===== src/rtl/dmem_arbiter_if.sv =====
// Data-memory sharing bus: CPU MEM-stage port, debug/loader port and the single memory port.
// The slave modport is the arbiter's view; the master modport is the surrounding system's view.
interface dmem_arbiter_if #(
  parameter int ADDR_W = 32
);
  logic              cpu_req;
  logic              cpu_we;
  logic [ADDR_W-1:0] cpu_addr;
  logic [31:0]       cpu_wdata;
  logic [3:0]        cpu_be;
  logic              cpu_stall;
  logic [31:0]       cpu_rdata;
  logic              cpu_rvalid;

  logic              dbg_req;
  logic              dbg_we;
  logic [ADDR_W-1:0] dbg_addr;
  logic [31:0]       dbg_wdata;
  logic [3:0]        dbg_be;
  logic              dbg_gnt;
  logic [31:0]       dbg_rdata;
  logic              dbg_rvalid;
  logic              dbg_halt_req;
  logic              dbg_halted;

  logic              mem_en;
  logic              mem_we;
  logic [ADDR_W-3:0] mem_addr;
  logic [31:0]       mem_wdata;
  logic [3:0]        mem_be;
  logic [31:0]       mem_rdata;

  logic              err;

  modport slave (
    input  cpu_req, cpu_we, cpu_addr, cpu_wdata, cpu_be,
    input  dbg_req, dbg_we, dbg_addr, dbg_wdata, dbg_be, dbg_halt_req,
    input  mem_rdata,
    output cpu_stall, cpu_rdata, cpu_rvalid,
    output dbg_gnt, dbg_rdata, dbg_rvalid, dbg_halted,
    output mem_en, mem_we, mem_addr, mem_wdata, mem_be,
    output err
  );

  modport master (
    output cpu_req, cpu_we, cpu_addr, cpu_wdata, cpu_be,
    output dbg_req, dbg_we, dbg_addr, dbg_wdata, dbg_be, dbg_halt_req,
    output mem_rdata,
    input  cpu_stall, cpu_rdata, cpu_rvalid,
    input  dbg_gnt, dbg_rdata, dbg_rvalid, dbg_halted,
    input  mem_en, mem_we, mem_addr, mem_wdata, mem_be,
    input  err
  );
endinterface


===== src/rtl/dmem_arbiter.sv =====
// Round-robin arbiter sharing one data-memory port between the CPU MEM stage and a debug port.
// Grant is combinational; read data returns one cycle later; a halt FSM lets debug own memory.
module dmem_arbiter #(
  parameter int DATA_MEM_SIZE = 1024,
  parameter int ADDR_W        = 32
) (
  input  logic          clk,
  input  logic          rst_n,
  dmem_arbiter_if.slave bus
);
  typedef enum logic [1:0] {RUN, DRAIN, HALTED} state_t;

  localparam logic [ADDR_W-3:0] MAX_WORD = (ADDR_W-2)'(DATA_MEM_SIZE/4 - 1);

  state_t state_q;
  logic   last_dbg_q;
  logic   pend_q;
  logic   owner_cpu_q;
  logic   oor_q;
  logic   err_q;
  logic   halted_q;

  logic cpu_oor, dbg_oor;
  logic cpu_elig, cpu_gnt, dbg_gnt, any_gnt;
  logic win_oor, win_we;
  logic pend_d, err_d, last_dbg_d;
  logic unused_addr_lsb;

  assign cpu_oor = bus.cpu_addr[ADDR_W-1:2] > MAX_WORD;
  assign dbg_oor = bus.dbg_addr[ADDR_W-1:2] > MAX_WORD;

  // The CPU is also shut out in the cycle halt is requested, so nothing new is in flight in DRAIN.
  assign cpu_elig = rst_n && (state_q == RUN) && !bus.dbg_halt_req;
  assign cpu_gnt  = bus.cpu_req & cpu_elig & (~bus.dbg_req | last_dbg_q);
  assign dbg_gnt  = bus.dbg_req & ~cpu_gnt;
  assign any_gnt  = cpu_gnt | dbg_gnt;

  assign win_oor = cpu_gnt ? cpu_oor : dbg_oor;
  assign win_we  = cpu_gnt ? bus.cpu_we : bus.dbg_we;

  assign pend_d     = any_gnt & ~win_we;
  assign err_d      = err_q | (any_gnt & win_oor);
  assign last_dbg_d = any_gnt ? dbg_gnt : last_dbg_q;

  assign bus.mem_en    = any_gnt & ~win_oor;
  assign bus.mem_we    = bus.mem_en & win_we;
  assign bus.mem_addr  = cpu_gnt ? bus.cpu_addr[ADDR_W-1:2] : bus.dbg_addr[ADDR_W-1:2];
  assign bus.mem_wdata = cpu_gnt ? bus.cpu_wdata : bus.dbg_wdata;
  assign bus.mem_be    = cpu_gnt ? bus.cpu_be : bus.dbg_be;

  assign bus.cpu_stall = bus.cpu_req & ~cpu_gnt;
  assign bus.dbg_gnt   = dbg_gnt;

  // Out-of-range reads never touched memory, so their return is forced to zero.
  assign bus.cpu_rvalid = pend_q & owner_cpu_q;
  assign bus.dbg_rvalid = pend_q & ~owner_cpu_q;
  assign bus.cpu_rdata  = (bus.cpu_rvalid && !oor_q) ? bus.mem_rdata : 32'h0;
  assign bus.dbg_rdata  = (bus.dbg_rvalid && !oor_q) ? bus.mem_rdata : 32'h0;

  assign bus.dbg_halted = halted_q;
  assign bus.err        = err_q;

  assign unused_addr_lsb = ^{bus.cpu_addr[1:0], bus.dbg_addr[1:0]};

  always_ff @(posedge clk or negedge rst_n) begin
    if (!rst_n) begin
      state_q     <= RUN;
      halted_q    <= 1'b0;
      last_dbg_q  <= 1'b1;
      pend_q      <= 1'b0;
      owner_cpu_q <= 1'b0;
      oor_q       <= 1'b0;
      err_q       <= 1'b0;
    end else begin
      case (state_q)
        RUN: begin
          if (bus.dbg_halt_req) state_q <= DRAIN;
        end
        DRAIN: begin
          if (bus.dbg_halt_req) begin
            state_q  <= HALTED;
            halted_q <= 1'b1;
          end else begin
            state_q  <= RUN;
          end
        end
        HALTED: begin
          if (!bus.dbg_halt_req) begin
            state_q  <= RUN;
            halted_q <= 1'b0;
          end
        end
        default: begin
          state_q  <= RUN;
          halted_q <= 1'b0;
        end
      endcase
      last_dbg_q  <= last_dbg_d;
      pend_q      <= pend_d;
      owner_cpu_q <= cpu_gnt;
      oor_q       <= win_oor;
      err_q       <= err_d;
    end
  end
endmodule


===== src/flat_wrapper.sv =====
// flat-port wrapper written by rule: the top's interface ports become plain ports
module dmem_arbiter_flat 
#(
  parameter int DATA_MEM_SIZE = 1024,
  parameter int ADDR_W        = 32
)
  (clk, rst_n, bus_cpu_req, bus_cpu_we, bus_cpu_addr, bus_cpu_wdata, bus_cpu_be, bus_dbg_req, bus_dbg_we, bus_dbg_addr, bus_dbg_wdata, bus_dbg_be, bus_dbg_halt_req, bus_mem_rdata, bus_cpu_stall, bus_cpu_rdata, bus_cpu_rvalid, bus_dbg_gnt, bus_dbg_rdata, bus_dbg_rvalid, bus_dbg_halted, bus_mem_en, bus_mem_we, bus_mem_addr, bus_mem_wdata, bus_mem_be, bus_err);
  dmem_arbiter_if #(.ADDR_W(ADDR_W)) bus_i ();
  input  logic clk;
  input  logic rst_n;
  input wire logic [$bits(bus_i.cpu_req)-1:0] bus_cpu_req;
  input wire logic [$bits(bus_i.cpu_we)-1:0] bus_cpu_we;
  input wire logic [$bits(bus_i.cpu_addr)-1:0] bus_cpu_addr;
  input wire logic [$bits(bus_i.cpu_wdata)-1:0] bus_cpu_wdata;
  input wire logic [$bits(bus_i.cpu_be)-1:0] bus_cpu_be;
  input wire logic [$bits(bus_i.dbg_req)-1:0] bus_dbg_req;
  input wire logic [$bits(bus_i.dbg_we)-1:0] bus_dbg_we;
  input wire logic [$bits(bus_i.dbg_addr)-1:0] bus_dbg_addr;
  input wire logic [$bits(bus_i.dbg_wdata)-1:0] bus_dbg_wdata;
  input wire logic [$bits(bus_i.dbg_be)-1:0] bus_dbg_be;
  input wire logic [$bits(bus_i.dbg_halt_req)-1:0] bus_dbg_halt_req;
  input wire logic [$bits(bus_i.mem_rdata)-1:0] bus_mem_rdata;
  output wire logic [$bits(bus_i.cpu_stall)-1:0] bus_cpu_stall;
  output wire logic [$bits(bus_i.cpu_rdata)-1:0] bus_cpu_rdata;
  output wire logic [$bits(bus_i.cpu_rvalid)-1:0] bus_cpu_rvalid;
  output wire logic [$bits(bus_i.dbg_gnt)-1:0] bus_dbg_gnt;
  output wire logic [$bits(bus_i.dbg_rdata)-1:0] bus_dbg_rdata;
  output wire logic [$bits(bus_i.dbg_rvalid)-1:0] bus_dbg_rvalid;
  output wire logic [$bits(bus_i.dbg_halted)-1:0] bus_dbg_halted;
  output wire logic [$bits(bus_i.mem_en)-1:0] bus_mem_en;
  output wire logic [$bits(bus_i.mem_we)-1:0] bus_mem_we;
  output wire logic [$bits(bus_i.mem_addr)-1:0] bus_mem_addr;
  output wire logic [$bits(bus_i.mem_wdata)-1:0] bus_mem_wdata;
  output wire logic [$bits(bus_i.mem_be)-1:0] bus_mem_be;
  output wire logic [$bits(bus_i.err)-1:0] bus_err;
  assign bus_i.cpu_req = bus_cpu_req;
  assign bus_i.cpu_we = bus_cpu_we;
  assign bus_i.cpu_addr = bus_cpu_addr;
  assign bus_i.cpu_wdata = bus_cpu_wdata;
  assign bus_i.cpu_be = bus_cpu_be;
  assign bus_i.dbg_req = bus_dbg_req;
  assign bus_i.dbg_we = bus_dbg_we;
  assign bus_i.dbg_addr = bus_dbg_addr;
  assign bus_i.dbg_wdata = bus_dbg_wdata;
  assign bus_i.dbg_be = bus_dbg_be;
  assign bus_i.dbg_halt_req = bus_dbg_halt_req;
  assign bus_i.mem_rdata = bus_mem_rdata;
  assign bus_cpu_stall = bus_i.cpu_stall;
  assign bus_cpu_rdata = bus_i.cpu_rdata;
  assign bus_cpu_rvalid = bus_i.cpu_rvalid;
  assign bus_dbg_gnt = bus_i.dbg_gnt;
  assign bus_dbg_rdata = bus_i.dbg_rdata;
  assign bus_dbg_rvalid = bus_i.dbg_rvalid;
  assign bus_dbg_halted = bus_i.dbg_halted;
  assign bus_mem_en = bus_i.mem_en;
  assign bus_mem_we = bus_i.mem_we;
  assign bus_mem_addr = bus_i.mem_addr;
  assign bus_mem_wdata = bus_i.mem_wdata;
  assign bus_mem_be = bus_i.mem_be;
  assign bus_err = bus_i.err;
  dmem_arbiter #(.DATA_MEM_SIZE(DATA_MEM_SIZE), .ADDR_W(ADDR_W)) u_core (.clk(clk), .rst_n(rst_n), .bus(bus_i));
endmodule

===== config.mk =====
export PLATFORM = sky130hd
export DESIGN_NAME = dmem_arbiter_flat
export DESIGN_NICKNAME = d
export VERILOG_FILES = /design/src/rtl/dmem_arbiter_if.sv /design/src/rtl/dmem_arbiter.sv /design/src/flat_wrapper.sv
export SDC_FILE = /design/constraint.sdc
export NUM_CORES = 1
export LEC_CHECK = 0
export ABC_AREA = 1
export ABC_CLOCK_PERIOD_IN_PS = 2000
export BUFFER_PORTS_ARGS = -buffer_cell sky130_fd_sc_hd__buf_4
export CAP_MARGIN = 20
export CORE_AREA = 2 2 122 124
export DETAILED_ROUTE_END_ITERATION = 7
export DIE_AREA = 0 0 124 126
export GPL_TIMING_DRIVEN = 1
export SLEW_MARGIN = 5
export SYNTH_ARGS = -nofsm -noshare
export SYNTH_HDL_FRONTEND = slang
export SYNTH_SLANG_ARGS = --single-unit

===== constraint.sdc =====
create_clock -name clk -period 2 [get_ports clk]
set_clock_uncertainty 0.2 [all_clocks]
set_input_delay 0.3 -clock clk [delete_from_list [all_inputs] [get_ports clk]]
set_output_delay 0.3 -clock clk [all_outputs]
set_load 0.01 [all_outputs]

==> impl_metrics.tcl, run 1 <==
set metrics [dict create \
    worst_pin_slew_ns 0.220 \
    fin_hold_ws_ns 0.148 \
    relSlewSlack 0.852 \
    cts_root_buf "clkbuf_16" \
    grt.total_usage 0.123 \
    nFillCells 1586 \
    drive_gt1_frac 0.500 \
    first_iter_violations 83 \
    htree_levels 1 \
    stdcell_area_um2 4720 \
    antenna_found_initial 0 \
    post_drt_wl_per_cell_um 12.3 \
    finalWorstSetupSlack_ns -0.147 \
    path_max_fanout 7 \
    hp-class "input port to flop" \
    final_cell_count_no_fill 910 \
    cts_sinks 8 \
    grt_pass1_wl_um 15200 \
    syn_to_final_growth_pct 161 \
    path_cells "inv_2, a21oi_4, nand2_4, nor2_1, nand2_1, nand2_2, nand2_2, nor2_1, buf_4" \
    synth_warnings 0 \
    cts-root-to-sink-buffers 2 \
    avgSynthCellArea_um2 4.45 \
    gr-total-overflow 0 \
    power_per_cell_area_nw_per_um2 356 \
    ioPinCount 313 \
    timing.final.hold_violations 0 \
    drt-total-wl_um 11200 \
    ys_seq_elements 8 \
    grt_max_degree 45 \
    synth.net_count 582 \
    drv_slew 0 \
    vias 3478 \
    viasPerCell 3.82 \
    dp.cells 891 \
    critical_path.top_delay_family "simple AND/OR/NAND/NOR gates" \
    numCtsBuffers 3 \
    synthCells 407 \
    worstSetupStartpointType "flop" \
    clk_latency_ns 0.23 \
    fp-row-count 44 \
    rsz0062_at_grt "yes" \
    period_share 1.07 \
    hpwl_um 9030 \
    power.ir.vdd_worst_mv 0.213 \
    reg2reg_slack_ns -0.04 \
    routabilityCongestion 0.743 \
    netlist_area_um2 1810 \
    die_w_um 124 \
    detail-route-antenna-nets 0 \
    dieHeight_um 126 \
    crit_arrival_ns 1.65 \
    nNetsFinal 902 \
    synth_cell_types 20 \
    path_buf_inv 2 \
    cap_violations 0 \
    drc 0 \
    status "complete, but fails checks" \
    crit_path_end_kind "output port" \
    dpl_cell_area_um2 4340 \
    io_buffer_count 308 \
    fin_crit_ns 2.15 \
    path_clk_slew_ns 0.04 \
    violations "negative setup slack" \
    required_ns 1.50 \
    power_leakage_nw 2.96 \
    finalSetupViolCount 69 \
    crit_type "flop to output port" \
    yosysSeqAreaShare 0.111 \
    grt_pass1_vias 3114 \
    cts_tree "built" \
    first_pass_iters 4 \
    slowest_delay_ns 0.51 \
    start_util 0.126 \
    fmax_mhz 466 \
    die-area_um2 15600 \
    diodes 0 \
    core_area_um2 14300 \
    pre_cts_slack_ns 0.0455 \
    crit_slowest_cell "dfstp_2" \
    setup-tns-final_ns -5.84 \
]
## Yosys cell counts, drive strengths merged
library cell  number  area [um^2]
buf               13          100
inv               60          225
and2               2         12.5
a21oi              4         20.0
dfstp              1         26.3
or2                1         6.26
nor2              95          364
o21ai             16         83.8
clkbuf             7         27.5
dfrtp              7          175
nand3              6         30.0
o21bai             1         7.51
nand2            194          731
## routing by layer
| metal | routed length, um | GRT usage |
|---|---|---|
| met1 | 4180 | 0.134 |
| met4 | 102 | 0.0278 |
| met5 | 0 | 0 |
| met3 | 1170 | 0.0236 |
| met2 | 5760 | 0.241 |
## through the flow
stage / utilization / power [mW]
final: 0.330 / 1.68
after floorplan: - / 0.629
after global placement: 0.303 / 1.22
after detailed placement: 0.303 / 1.23
after global routing: 0.330 / 1.81
after CTS: 0.319 / 1.62
## power breakdown
part	switching [mW]	internal, mW	total (mW)
Combinational	0.510	0.605	1.12
Clock	0.0803	0.266	0.346
Sequential	0.0232	0.197	0.220
## cell type report
type                            count  area (um^2)  share of cell area
Inverter                           60          225              0.0477
Timing Repair Buffer              335         2660               0.563
Clock buffer                        4         78.8              0.0167
Multi-Input combinational cell    319         1330               0.282
Tap cell                          184          230              0.0487
Sequential cell                     8          201              0.0426
## registers in the layout, indices dropped and copies added, names as in the netlist
register and count:
u_core.last_dbg_q 1, u_core.bus.err 1, u_core.oor_q 1, u_core.bus.dbg_halted 1
u_core.state_q 2, u_core.owner_cpu_q 1, u_core.pend_q 1
## timing repair
action,4_1_cts,5_1_grt
hold buffers,1,0
hold endpoints to repair,8,0
buffers inserted,8,2
cloned,1,3
resized for setup,13,36
pin swaps,3,1
endpoints found under the setup margin,70,95
## layout by cell type, fill, tap and decap left out, drive strengths merged
cell type,Yosys,final
dfrtp,7,7
dlygate4sd3,0,1
and2,2,2
inv,60,60
a21oi,4,4
nand3,6,6
dfstp,1,1
buf,13,333
o21ai,16,16
o21bai,1,1
clkbuf,7,5
nand2,194,194
or2,1,1
nor2,95,95
## path summary, 6_finish.rpt
check / cells past startpoint / end / from
setup / recovery: 9 / bus_mem_we / u_core.last_dbg_q
min in group asynchronous: 3 / u_core.bus.dbg_halted / rst_n
hold reg to reg: 1 / u_core.state_q[0] / u_core.state_q[1]
max in group asynchronous: 3 / u_core.last_dbg_q / rst_n
setup reg to reg: 14 / u_core.oor_q / u_core.last_dbg_q
hold / removal: 3 / u_core.state_q[0] / bus_dbg_halt_req
## worst reg2reg max path, delay by kind of cell (launching register included)
kind                   cells  cell delay (ns)
buffers and inverters      8             0.85
and+or+nand+nor            6             0.43
DFF                        1             0.51
## cells by family after synthesis
group	synth area share
compound gates	0.0616
buf+inv	0.195
flops	0.111
simple gates	0.632
No activity file was read; power rests on OpenSTA's default activity.
==> run 2: changes to the inputs <==
--- a/config.mk
+++ b/config.mk
@@ -13,6 +13,7 @@
 export DETAILED_ROUTE_END_ITERATION = 7
 export DIE_AREA = 0 0 124 126
 export GPL_TIMING_DRIVEN = 1
+export PLACE_DENSITY_LB_ADDON = 0.05
 export SLEW_MARGIN = 5
 export SYNTH_ARGS = -nofsm -noshare
 export SYNTH_HDL_FRONTEND = slang
==> run 2 against run 1 <==
  * The flow still finishes with violations (negative setup slack)
  * First-iteration DRC count shrank 4.8%
  * Die area is the same
  * Routed wire length grew 6.8%
  * Design area grew 5.2%
  * Non-clock buffer count grew 3
  * Hold slack lost 0.022 ns
  * Sequential power shrank 2%
  * Total power grew 5.6%
==> impl_metrics.tcl, run 2 (synthesis results as in run 1) <==
set metrics [dict create \
    crit_path_end_kind "output port" \
    timing.final.hold_violations 0 \
    hp-class "input port to flop" \
    die-area_um2 15600 \
    fin_crit_ns 2.13 \
    vias 3559 \
    cap_violations 0 \
    worstSetupStartpointType "flop" \
    power_mw 1.78 \
    first_iter_violations 79 \
    period_share 1.07 \
    final_common_cell "buf_4" \
    required_ns 1.50 \
    largest_reg_flops 2 \
    cts_tree "built" \
    grt_pass1_vias 3393 \
    drc 0 \
    syn_to_final_growth_pct 175 \
    power_leakage_nw 3.06 \
    core_area_um2 14300 \
    grt_pass1_wl_um 17200 \
    hpwl_um 10300 \
    status "complete, but fails checks" \
    violations "negative setup slack" \
    path_clk_slew_ns 0.04 \
    cts-root-to-sink-buffers 2 \
    drt-total-wl_um 12000 \
    fmax_mhz 469 \
    routabilityCongestion 0.832 \
    post_drt_wl_per_cell_um 13.1 \
    worst_pin_slew_ns 0.297 \
    drv_slew 0 \
    detail-route-antenna-nets 0 \
    grt_max_degree 37 \
    io_buffer_count 308 \
    clk_latency_ns 0.23 \
    first_pass_iters 4 \
    drive_gt1_frac 0.557 \
    fp-row-count 44 \
    path_max_fanout 7 \
    power_per_cell_area_nw_per_um2 357 \
    grt.total_usage 0.140 \
    relSlewSlack 0.802 \
    antenna_found_initial 2 \
    viasPerCell 3.89 \
    stdcell_area_um2 4970 \
    finalSetupViolCount 70 \
    ioPinCount 313 \
    start_util 0.126 \
    nNetsFinal 905 \
    dieHeight_um 126 \
    crit_type "flop to output port" \
    htree_levels 1 \
    cts_sinks 8 \
    gr-total-overflow 0 \
    setup-tns-final_ns -5.50 \
    finalWorstSetupSlack_ns -0.134 \
    power.ir.vdd_worst_mv 0.230 \
    cts_root_buf "clkbuf_16" \
    layout_common_cells "buf_4 (298), nand2_1 (146), nor2_1 (89)" \
    numCtsBuffers 3 \
    die_w_um 124 \
    rsz0062_at_grt "yes" \
    dpl_cell_area_um2 4430 \
    crit_arrival_ns 1.63 \
    top_register "u_core.state_q" \
]
run 2: timing repair:
item                       CTS  global route
gates cloned                 1             0
pin swaps                   19            16
gates resized for setup     57            59
hold buffers                 1             0
setup endpoints to repair   70            72
setup buffers               10             2
hold endpoints to repair     8             0
run 2: critical path: stages, from the launching register on:
cell,delay [ns]
dfstp_2,0.52
inv_2,0.04
nand2_2,0.05
nand2_2,0.06
nor2_4,0.12
buf_12,0.14
buf_12,0.13
buf_12,0.13
nand2_2,0.05
nand2_2,0.06
buf_6,0.10
run 2: power by group:
part | internal (mW) | total, mW | leakage, nW | switching, mW
clock network | 0.266 | 0.349 | 0.0382 | 0.0827
logic | 0.665 | 1.21 | 2.93 | 0.545
registers | 0.197 | 0.216 | 0.0925 | 0.0190
run 2: worst paths after layout:
kind | start | to | slack (ns) | cells past startpoint
worst max-delay path | u_core.last_dbg_q | bus_mem_wdata[2] | -0.13 | 10
worst min-delay path | bus_dbg_halt_req | u_core.state_q[0] | 0.13 | 3
worst max register to register | u_core.last_dbg_q | u_core.bus.err | -0.08 | 15
worst min register to register | u_core.state_q[1] | u_core.state_q[0] | 0.24 | 1
max in group asynchronous | rst_n | u_core.last_dbg_q | 1.05 | 3
min in group asynchronous | rst_n | u_core.bus.dbg_halted | 0.33 | 3
run 2: stage by stage:
step | setup WS (ns) | instances | hold WS, ns | utilization
floorplan | 0.243 | 407 | -0.196 | -
global placement | 0.0541 | 896 | 0.0290 | 0.309
detailed placement | 0.0512 | 896 | 0.0317 | 0.309
CTS | -0.160 | 912 | 0.123 | 0.335
global route | -0.212 | 914 | 0.132 | 0.347
finish | -0.134 | 915 | 0.126 | 0.347
run 2: per-layer routing:
layer / wire (um) / up-vias / global-route usage
li1: - / 1816 / -
met1: 4020 / 1510 / 0.144
met2: 6200 / 213 / 0.267
met3: 1420 / 20 / 0.0399
met4: 335 / 0 / 0.0463
met5: 0 / - / 0
run 2: layout make-up:
cell class                 instances  area, um^2
clock buffer                       4        78.8
sequential                         8         201
tap                              184         230
antenna                            2        5.00
inverter                          60         225
fill                            1586        9350
multi-input combinational        319        1460
timing repair buffer             338        2770
